==> src/rtl/mips_bus_memory_responder_pkg.sv <==
// Shared types and helpers for the CPU memory-bus responder.
// Lane merge is the single place byte-enable semantics live.
package mips_bus_pkg;

    localparam logic [31:0] RESET_VECTOR = 32'hBFC00000;

    typedef logic [3:0] byteen_t;

    typedef enum logic {IDLE, STALL} bus_resp_state_t;

    function automatic logic [31:0] lane_merge(input logic [31:0] old_w,
                                               input logic [31:0] new_w,
                                               input byteen_t     be);
        logic [31:0] m;
        m = old_w;
        for (int i = 0; i < 4; i++)
            if (be[i]) m[8*i +: 8] = new_w[8*i +: 8];
        return m;
    endfunction

endpackage

==> src/rtl/mips_bus_memory_responder_lfsr.sv <==
// 8-bit Fibonacci LFSR (x^8+x^6+x^5+x^4+1) that steps once per accepted transfer.
module bus_stall_lfsr8 (
    input  logic       clk,
    input  logic       reset,
    input  logic       advance,
    output logic [7:0] value
);
    logic [7:0] r_lfsr;

    always_ff @(posedge clk) begin
        if (reset)
            r_lfsr <= 8'hA5;
        else if (advance)
            r_lfsr <= {r_lfsr[6:0], r_lfsr[7] ^ r_lfsr[5] ^ r_lfsr[4] ^ r_lfsr[3]};
    end

    assign value = r_lfsr;
endmodule

==> src/rtl/mips_bus_memory_responder.sv <==
// Word RAM behind the CPU bus with byte-lane writes, fixed or pseudo-random
// waitrequest stalls, and a registered pulse on any protocol violation.
module mips_bus_memory_responder
    import mips_bus_pkg::*;
#(
    parameter logic [31:0] BASE_ADDR   = RESET_VECTOR,
    parameter int          DEPTH       = 64,
    parameter int          WAIT_CYCLES = 0,
    parameter int          RANDOM_WAIT = 0,
    localparam int         IW          = $clog2(DEPTH)
) (
    input  logic          clk,
    input  logic          reset,
    input  logic [31:0]   address,
    input  logic          write,
    input  logic          read,
    output logic          waitrequest,
    input  logic [31:0]   writedata,
    input  byteen_t       byteenable,
    output logic [31:0]   readdata,
    input  logic          init_we,
    input  logic [IW-1:0] init_index,
    input  logic [31:0]   init_data,
    output logic          protocol_err
);
    logic [31:0]     r_ram [DEPTH];
    bus_resp_state_t r_state, w_state_nx;
    logic [7:0]      r_cnt, w_cnt_nx, w_stalls;
    logic [31:0]     r_addr, r_rdata;
    logic            r_rd, r_wr, r_perr;
    logic            w_req, w_acc, w_abort, w_err, w_in_range;
    logic [31:0]     w_off;
    logic [IW-1:0]   w_idx;

    assign w_req      = read | write;
    assign w_off      = address - BASE_ADDR;
    assign w_idx      = w_off[IW+1:2];
    assign w_in_range = (address >= BASE_ADDR) && (w_off[31:2] < 30'(DEPTH)) &&
                        (w_off[1:0] == 2'b00);

    generate
        if (RANDOM_WAIT != 0) begin : g_rand
            logic [7:0] w_lfsr;
            bus_stall_lfsr8 u_lfsr (
                .clk     (clk),
                .reset   (reset),
                .advance (w_acc),
                .value   (w_lfsr)
            );
            assign w_stalls = 8'({1'b0, w_lfsr} % 9'(WAIT_CYCLES + 1));
        end else begin : g_fixed
            assign w_stalls = 8'(WAIT_CYCLES);
        end
    endgenerate

    always_comb begin
        w_state_nx  = r_state;
        w_cnt_nx    = r_cnt;
        waitrequest = 1'b0;
        w_acc       = 1'b0;
        w_abort     = 1'b0;
        case (r_state)
            IDLE: if (w_req) begin
                if (w_stalls == 8'd0) begin
                    w_acc = 1'b1;
                end else begin
                    waitrequest = 1'b1;
                    w_cnt_nx    = w_stalls;
                    w_state_nx  = STALL;
                end
            end
            STALL: begin
                // A master that changes or drops its request mid-stall gets nothing committed.
                if (!w_req || address != r_addr || read != r_rd || write != r_wr) begin
                    w_abort     = 1'b1;
                    waitrequest = w_req;
                    w_cnt_nx    = 8'd0;
                    w_state_nx  = IDLE;
                end else if (r_cnt > 8'd1) begin
                    waitrequest = 1'b1;
                    w_cnt_nx    = r_cnt - 8'd1;
                end else begin
                    w_acc      = 1'b1;
                    w_cnt_nx   = 8'd0;
                    w_state_nx = IDLE;
                end
            end
            default: w_state_nx = IDLE;
        endcase
    end

    // Address 0 reads are the CPU's idle fetch and are quietly answered with zero.
    assign w_err = w_abort | (w_acc & ((read & write) | (write & !w_in_range) |
                   (read & !write & !w_in_range & (address != 32'h0))));

    always_ff @(posedge clk) begin
        if (reset) begin
            r_state <= IDLE;
            r_cnt   <= 8'd0;
            r_addr  <= 32'h0;
            r_rd    <= 1'b0;
            r_wr    <= 1'b0;
            r_rdata <= 32'h0;
            r_perr  <= 1'b0;
        end else begin
            r_state <= w_state_nx;
            r_cnt   <= w_cnt_nx;
            r_perr  <= w_err;
            if (r_state == IDLE && w_req) begin
                r_addr <= address;
                r_rd   <= read;
                r_wr   <= write;
            end
            if (w_acc && read && !write)
                r_rdata <= w_in_range ? r_ram[w_idx] : 32'h0;
        end
    end

    always_ff @(posedge clk) begin
        if (init_we)
            r_ram[init_index] <= init_data;
        else if (!reset && w_acc && write && w_in_range)
            r_ram[w_idx] <= lane_merge(r_ram[w_idx], writedata, byteenable);
    end

    assign readdata     = r_rdata;
    assign protocol_err = r_perr;
endmodule

==> config.mk <==
export PLATFORM = sky130hd
export DESIGN_NAME = mips_bus_memory_responder
export DESIGN_NICKNAME = d
export VERILOG_FILES = /design/src/rtl/mips_bus_memory_responder_pkg.sv /design/src/rtl/mips_bus_memory_responder_lfsr.sv /design/src/rtl/mips_bus_memory_responder.sv
export SDC_FILE = /design/constraint.sdc
export NUM_CORES = 2
export LEC_CHECK = 0
export CAP_MARGIN = 20
export CORE_MARGIN = 2
export CORE_UTILIZATION = 46
export CTS_CLUSTER_SIZE = 30
export DETAILED_ROUTE_END_ITERATION = 12
export PLACE_DENSITY = 0.7
export SYNTH_ARGS = -nofsm -noshare
export SYNTH_HDL_FRONTEND = slang
export SYNTH_SLANG_ARGS = --single-unit
==> constraint.sdc <==
create_clock -name clk -period 7.9 [get_ports clk]
set_clock_uncertainty 0.1 [all_clocks]
set_input_delay 1.58 -clock clk [delete_from_list [all_inputs] [get_ports clk]]
set_output_delay 1.58 -clock clk [all_outputs]
set_load 0.05 [all_outputs]
Word level (Yosys, flattened, before mapping)
Memory sizes are Yosys's and may differ from the RTL's.
Index checks and enable logic that the tools add are counted.

storage, ports and cells
  bits in registers = 76
  bits of input ports = 111
  logic and storage cells = 80
  output and inout port bits = 34
  memory bits (writable) = 2048
  memories kept = 1

operators by class
  reductions and logical operators = 18
  mux-type cells = 35
  equal/unequal tests = 3
  add/sub/neg operators = 2
  order comparisons = 3
  bitwise operators = 11

memories
  name   depth  width  rd ports  clocked after Yosys merged registers in  wr ports  RTL line                         source
  r_ram  64     32     1         0                                        1         mips_bus_memory_responder.sv:26  logic [31:0] r_ram [DEPTH];

operators by type and width
  cell                                                                             count
  8-bit two-way mux                                                                15
  32-bit two-way mux                                                               2
  32-bit >= comparator, second input constant                                      1
  32-bit inequality test                                                           1
  32-bit nonzero test                                                              1
  32-bit OR reduction                                                              1
  32-bit subtractor, second input constant                                         1
  30-bit by 7-bit less-than comparator with 1-bit output, second input constant    1
  1-bit two-way mux                                                                14
  8-bit by 1-bit greater-than comparator with 1-bit output, second input constant  1
  1-bit logical AND                                                                8
  8-bit by 1-bit subtractor with 8-bit output, second input constant               1
  1-bit AND                                                                        6
  6-bit two-way mux                                                                1
  1-bit case mux with 2 select lines                                               3
  1-bit logical NOT                                                                4
  1-bit OR                                                                         4
  1-bit logical OR                                                                 3
  2-bit logical NOT                                                                1
  1-bit inequality test                                                            2
  1-bit inverter                                                                   1

Logic depth before layout (Yosys ltp)
  word-level depth = 15
  depth in mapped cells = 13
  mapped depth without buffers = 8

Worst setup path before layout
Ideal clock, no wire load.

  kind = in2reg
  start point = input port address[2]
  end point = memory r_ram[0][15] (data pin)
  data arrival time = 5.762 ns
  buffers on the path = 5
  required time = 7.098 ns
  stages on the path = 12
  path slack = 1.336 ns
  library setup time = 0.702 ns
  cells stage by stage = buf_4 > buf_8 > buf_6 > buf_6 > buf_6 > nand2_1 > a211oi_1 > a2111oi_0 > a31oi_1 > o311ai_1 > nor2_1 > o21ai_0

on the way
  longest elaborated chain between the ends = 14
  elaborated cells between the ends (all ways) = 23
  classes of those cells = 1 x add/sub; 2 x order compare; 1 x eq/ne; 9 x mux; 9 x reduce/logical; 1 x memory

ends and longest elaborated chain
  element                                                     RTL line                         source
  from (decl)                                                 mips_bus_memory_responder.sv:14  input logic [31:0] address,
  branches (longest 13 deep; another with 32-bit subtractor)  -
  32-bit two-way mux (no line) *                              -
  to (decl)                                                   mips_bus_memory_responder.sv:26

Mark *: on every way between the ends. The select of a mux whose other input is x is not followed.

Worst setup path in the final report
  start point = input port address[3]
  end point = memory r_ram[34][15] (data pin)

Same word-level chain as after synthesis.

==> impl_metrics.py <==
metrics = {
    "outcome": {
        "status": "completed",
    },
    "placement": {
        "gp_congestion": 0.9441,
        "detailed_place_hpwl_um": 126500,
        "placement.io_buffers": 144,
        "dpl_cell_area_mm2": 0.08787,
    },
    "synthesis": {
        "ys_types": 70,
        "synth_seq_cells": 2124,
        "synth_cells": 3924,
        "ys_seq_area_share_pct": 76.41,
        "synth-compound-area-share_pct": 3.755,
        "synth_xor_area_share_pct": 0.3505,
        "syn_avg_cell_area_um2": 21.02,
        "synth.most_common_cell": "edfxtp_1",
        "syn_area_mm2": 0.08247,
        "synthArstFlopShare_pct": 0,
        "synthTopCellsByCount": "edfxtp_1, mux4_2, nand2_1",
        "synthSimpleGateAreaFrac_pct": 2.535,
        "synthMuxAreaShare_pct": 15.30,
        "yosys_most_used_dff": "edfxtp_1",
        "synthAdderAreaFrac_pct": 0.03034,
        "synth_fp_nets": 4037,
        "synth_top_family_by_area": "multiplexers",
        "synth_area_leader_cell": "edfxtp_1",
        "synth_warnings": 0,
        "ys_top_cells_by_area": "edfxtp_1, mux4_2, dfxtp_1",
        "synth_top_cell_area_share_pct": 74.57,
        "synth-edff-count": 2048,
    },
    "floorplan": {
        "initial_core_util_pct": 46.27,
        "fp.dieW_um": 427.4,
        "coreArea_mm2": 0.1782,
        "pin_count": 145,
        "chipHeight_um": 427.4,
        "rows": 155,
        "die_area_mm2": 0.1827,
    },
    "worst_setup_path": {
        "critical_path_class": "in -> reg",
        "crit_arrival_ns": 6.54,
        "rr_startpoint": "r_addr[20]$_SDFFE_PP0P_",
        "reg2reg_to": "r_ram[14][25]$_DFFE_PP_",
        "cp-end-kind": "register",
        "crit_path_max_fanout": 64,
        "regToRegSetupSlack_ns": 3.49,
        "reg2reg_depth": 9,
        "start_kind": "primary input",
        "critical_path_required_ns": 8.35,
    },
    "detailed_routing": {
        "wl_per_cell_um": 32.86,
        "drt-initial-drc-count": 6115,
        "ant_nets": 0,
        "drc": 0,
        "vias_per_cell": 6.323,
        "first_pass_iters": 6,
        "vias": 42610,
        "routed_wirelength_um": 221400,
    },
    "power": {
        "cellPowerDensity_mw_per_mm2": 244.4,
        "peakVddDrop_uv": 191.0,
        "power_leakage_uw": 0.02919,
    },
    "clock_tree": {
        "clk_path_buf_depth": 3,
        "postCtsHoldBufs": 0,
        "clock_latency_ns": 0.84,
        "clk_pin_slew_worst_paths_ns": 0.06,
        "cts_buffers": 199,
        "post_cts_resized": 0,
        "cts_setup_buffers": 0,
        "root_buffer": "clkbuf_16",
        "clkSinkCount": 2124,
        "cts_tree": "yes",
        "h-tree-depth": 4,
    },
    "worst_hold_path": {
        "hp-start": "r_addr[4]$_SDFFE_PP0P_",
        "hold_end": "r_addr[4]$_SDFFE_PP0P_",
        "hold_path_class": "reg -> reg",
        "hold_depth": 2,
    },
    "timing": {
        "hold_violations": 0,
        "max_freq_mhz": 164.0,
        "rsz0062_at_grt": "no",
        "min_period_over_period_pct": 77.19,
        "setup_violations": 0,
        "tns_ns": 0,
        "period_minus_slack_ns": 6.098,
        "maxSlewHeadroom_pct": 19.51,
        "maxSlewViolCount": 0,
        "worstMarginPinSlew_ns": 1.189,
    },
    "grt": {
        "grt_pass1_vias": 42360,
        "grt_use_total_pct": 24.28,
        "grt_use_met2_pct": 38.52,
        "antenna_found_initial": 10,
        "use_met3_pct": 5.529,
        "grt_max_degree": 114,
        "grt_pass1_wl_um": 312200,
        "grt_busiest_layer": "met2",
        "met1_usage_pct": 32.32,
        "grt.overflow.total": 0,
    },
    "cells_and_area": {
        "nets": 4327,
        "design_area_mm2": 0.09432,
        "area_growth_pct": 14.36,
        "layout-drive-gt1-share_pct": 26.31,
    },
    "job": {
        "cap_violations": 0,
    },
}
layer usage:
| layer | vias up | part of all wire [%] |
|---|---|---|
| met1 | 22490 | 37 |
| met4 | 6 | 4.7 |
| met5 | - | 0.014 |
| met2 | 2631 | 48 |
| met3 | 460 | 11 |
| li1 | 17030 | - |
power breakdown:
group | switching (uW) | internal (uW)
Sequential | 21.8 | 12400
Combinational | 798 | 463
Clock | 4160 | 5200
Total | 4980 | 18100
final cells by class:
class / instances / area (um2)
Clock buffer: 244 / 5253
Antenna cell: 2 / 5.005
Sequential cell: 2124 / 63020
Multi-Input combinational cell: 1565 / 18950
Inverter: 11 / 41.29
Fill cell: 13300 / 83910
Timing Repair Buffer: 313 / 3013
Clock inverter: 125 / 1085
Tap cell: 2355 / 2947
how the worst max path moves through the flow:
stage          cells after the start                      end       start  slack [ns]
3_5_place_dp                      11  r_ram[19][15]$_DFFE_PP_  address[3]        1.18
4_1_cts                            8              waitrequest       write        1.33
2_1_floorplan                     12   r_ram[0][15]$_DFFE_PP_  address[2]        1.34
3_3_place_gp                      11  r_ram[12][15]$_DFFE_PP_  address[3]        1.30
5_1_grt                           11  r_ram[51][15]$_DFFE_PP_  address[3]        1.74
6_report                          11  r_ram[34][15]$_DFFE_PP_  address[3]        1.80
stage by stage:
step / utilization [%] / cells / hold slack, ns / power [uW] / setup slack (ns)
global route: 52.92 / 6738 / 0.3851 / 23640 / 1.737
finish: 52.92 / 6739 / 0.3682 / 23050 / 1.802
detailed placement: 49.30 / 6361 / 0.3543 / 13910 / 1.179
CTS: 52.86 / 6730 / 0.3680 / 23130 / 1.334
global placement: 49.29 / 6358 / 0.3536 / 13890 / 1.296
floorplan: - / 3924 / 0.3442 / 13420 / 1.336
worst max-delay path, stage by stage:
cell,delay (ns)
buf_8,0.40
buf_4,0.67
buf_4,0.65
mux2_2,0.27
o22ai_1,0.07
a2111oi_0,0.47
a31oi_1,0.18
o311ai_1,1.03
nor2_1,0.19
o21ai_4,0.32
buf_4,0.57
logic make-up (layout without fill, tap and decap cells):
logic type	count (synthesis)	count (layout)
compound gates	446	446
xor+xnor	33	33
fa+ha+maj	2	2
buf+inv	235	693
flops	2124	2124
mux	632	632
other cells	0	2
simple gates	452	452
state kept, by name, indices dropped and copies added (netlist names):
| register | count |
|---|---|
| readdata | 32 |
| protocol_err | 1 |
| r_addr | 32 |
| r_wr | 1 |
| r_state | 1 |
| r_ram | 2048 |
| r_rd | 1 |
| r_cnt | 8 |
placed cells by master (no fill, tap or decap), types with 64 or more instances in the layout:
master and n:
edfxtp_1 2048, mux4_2 495, clkbuf_16 202, nand2_1 145, buf_4 142, clkdlybuf4s50_1 137
a22oi_1 95, dfxtp_1 76, nor2_4 69, mux2_2 67, mux2i_1 66, a21oi_1 64
Power figures use the tool's default switching activity.
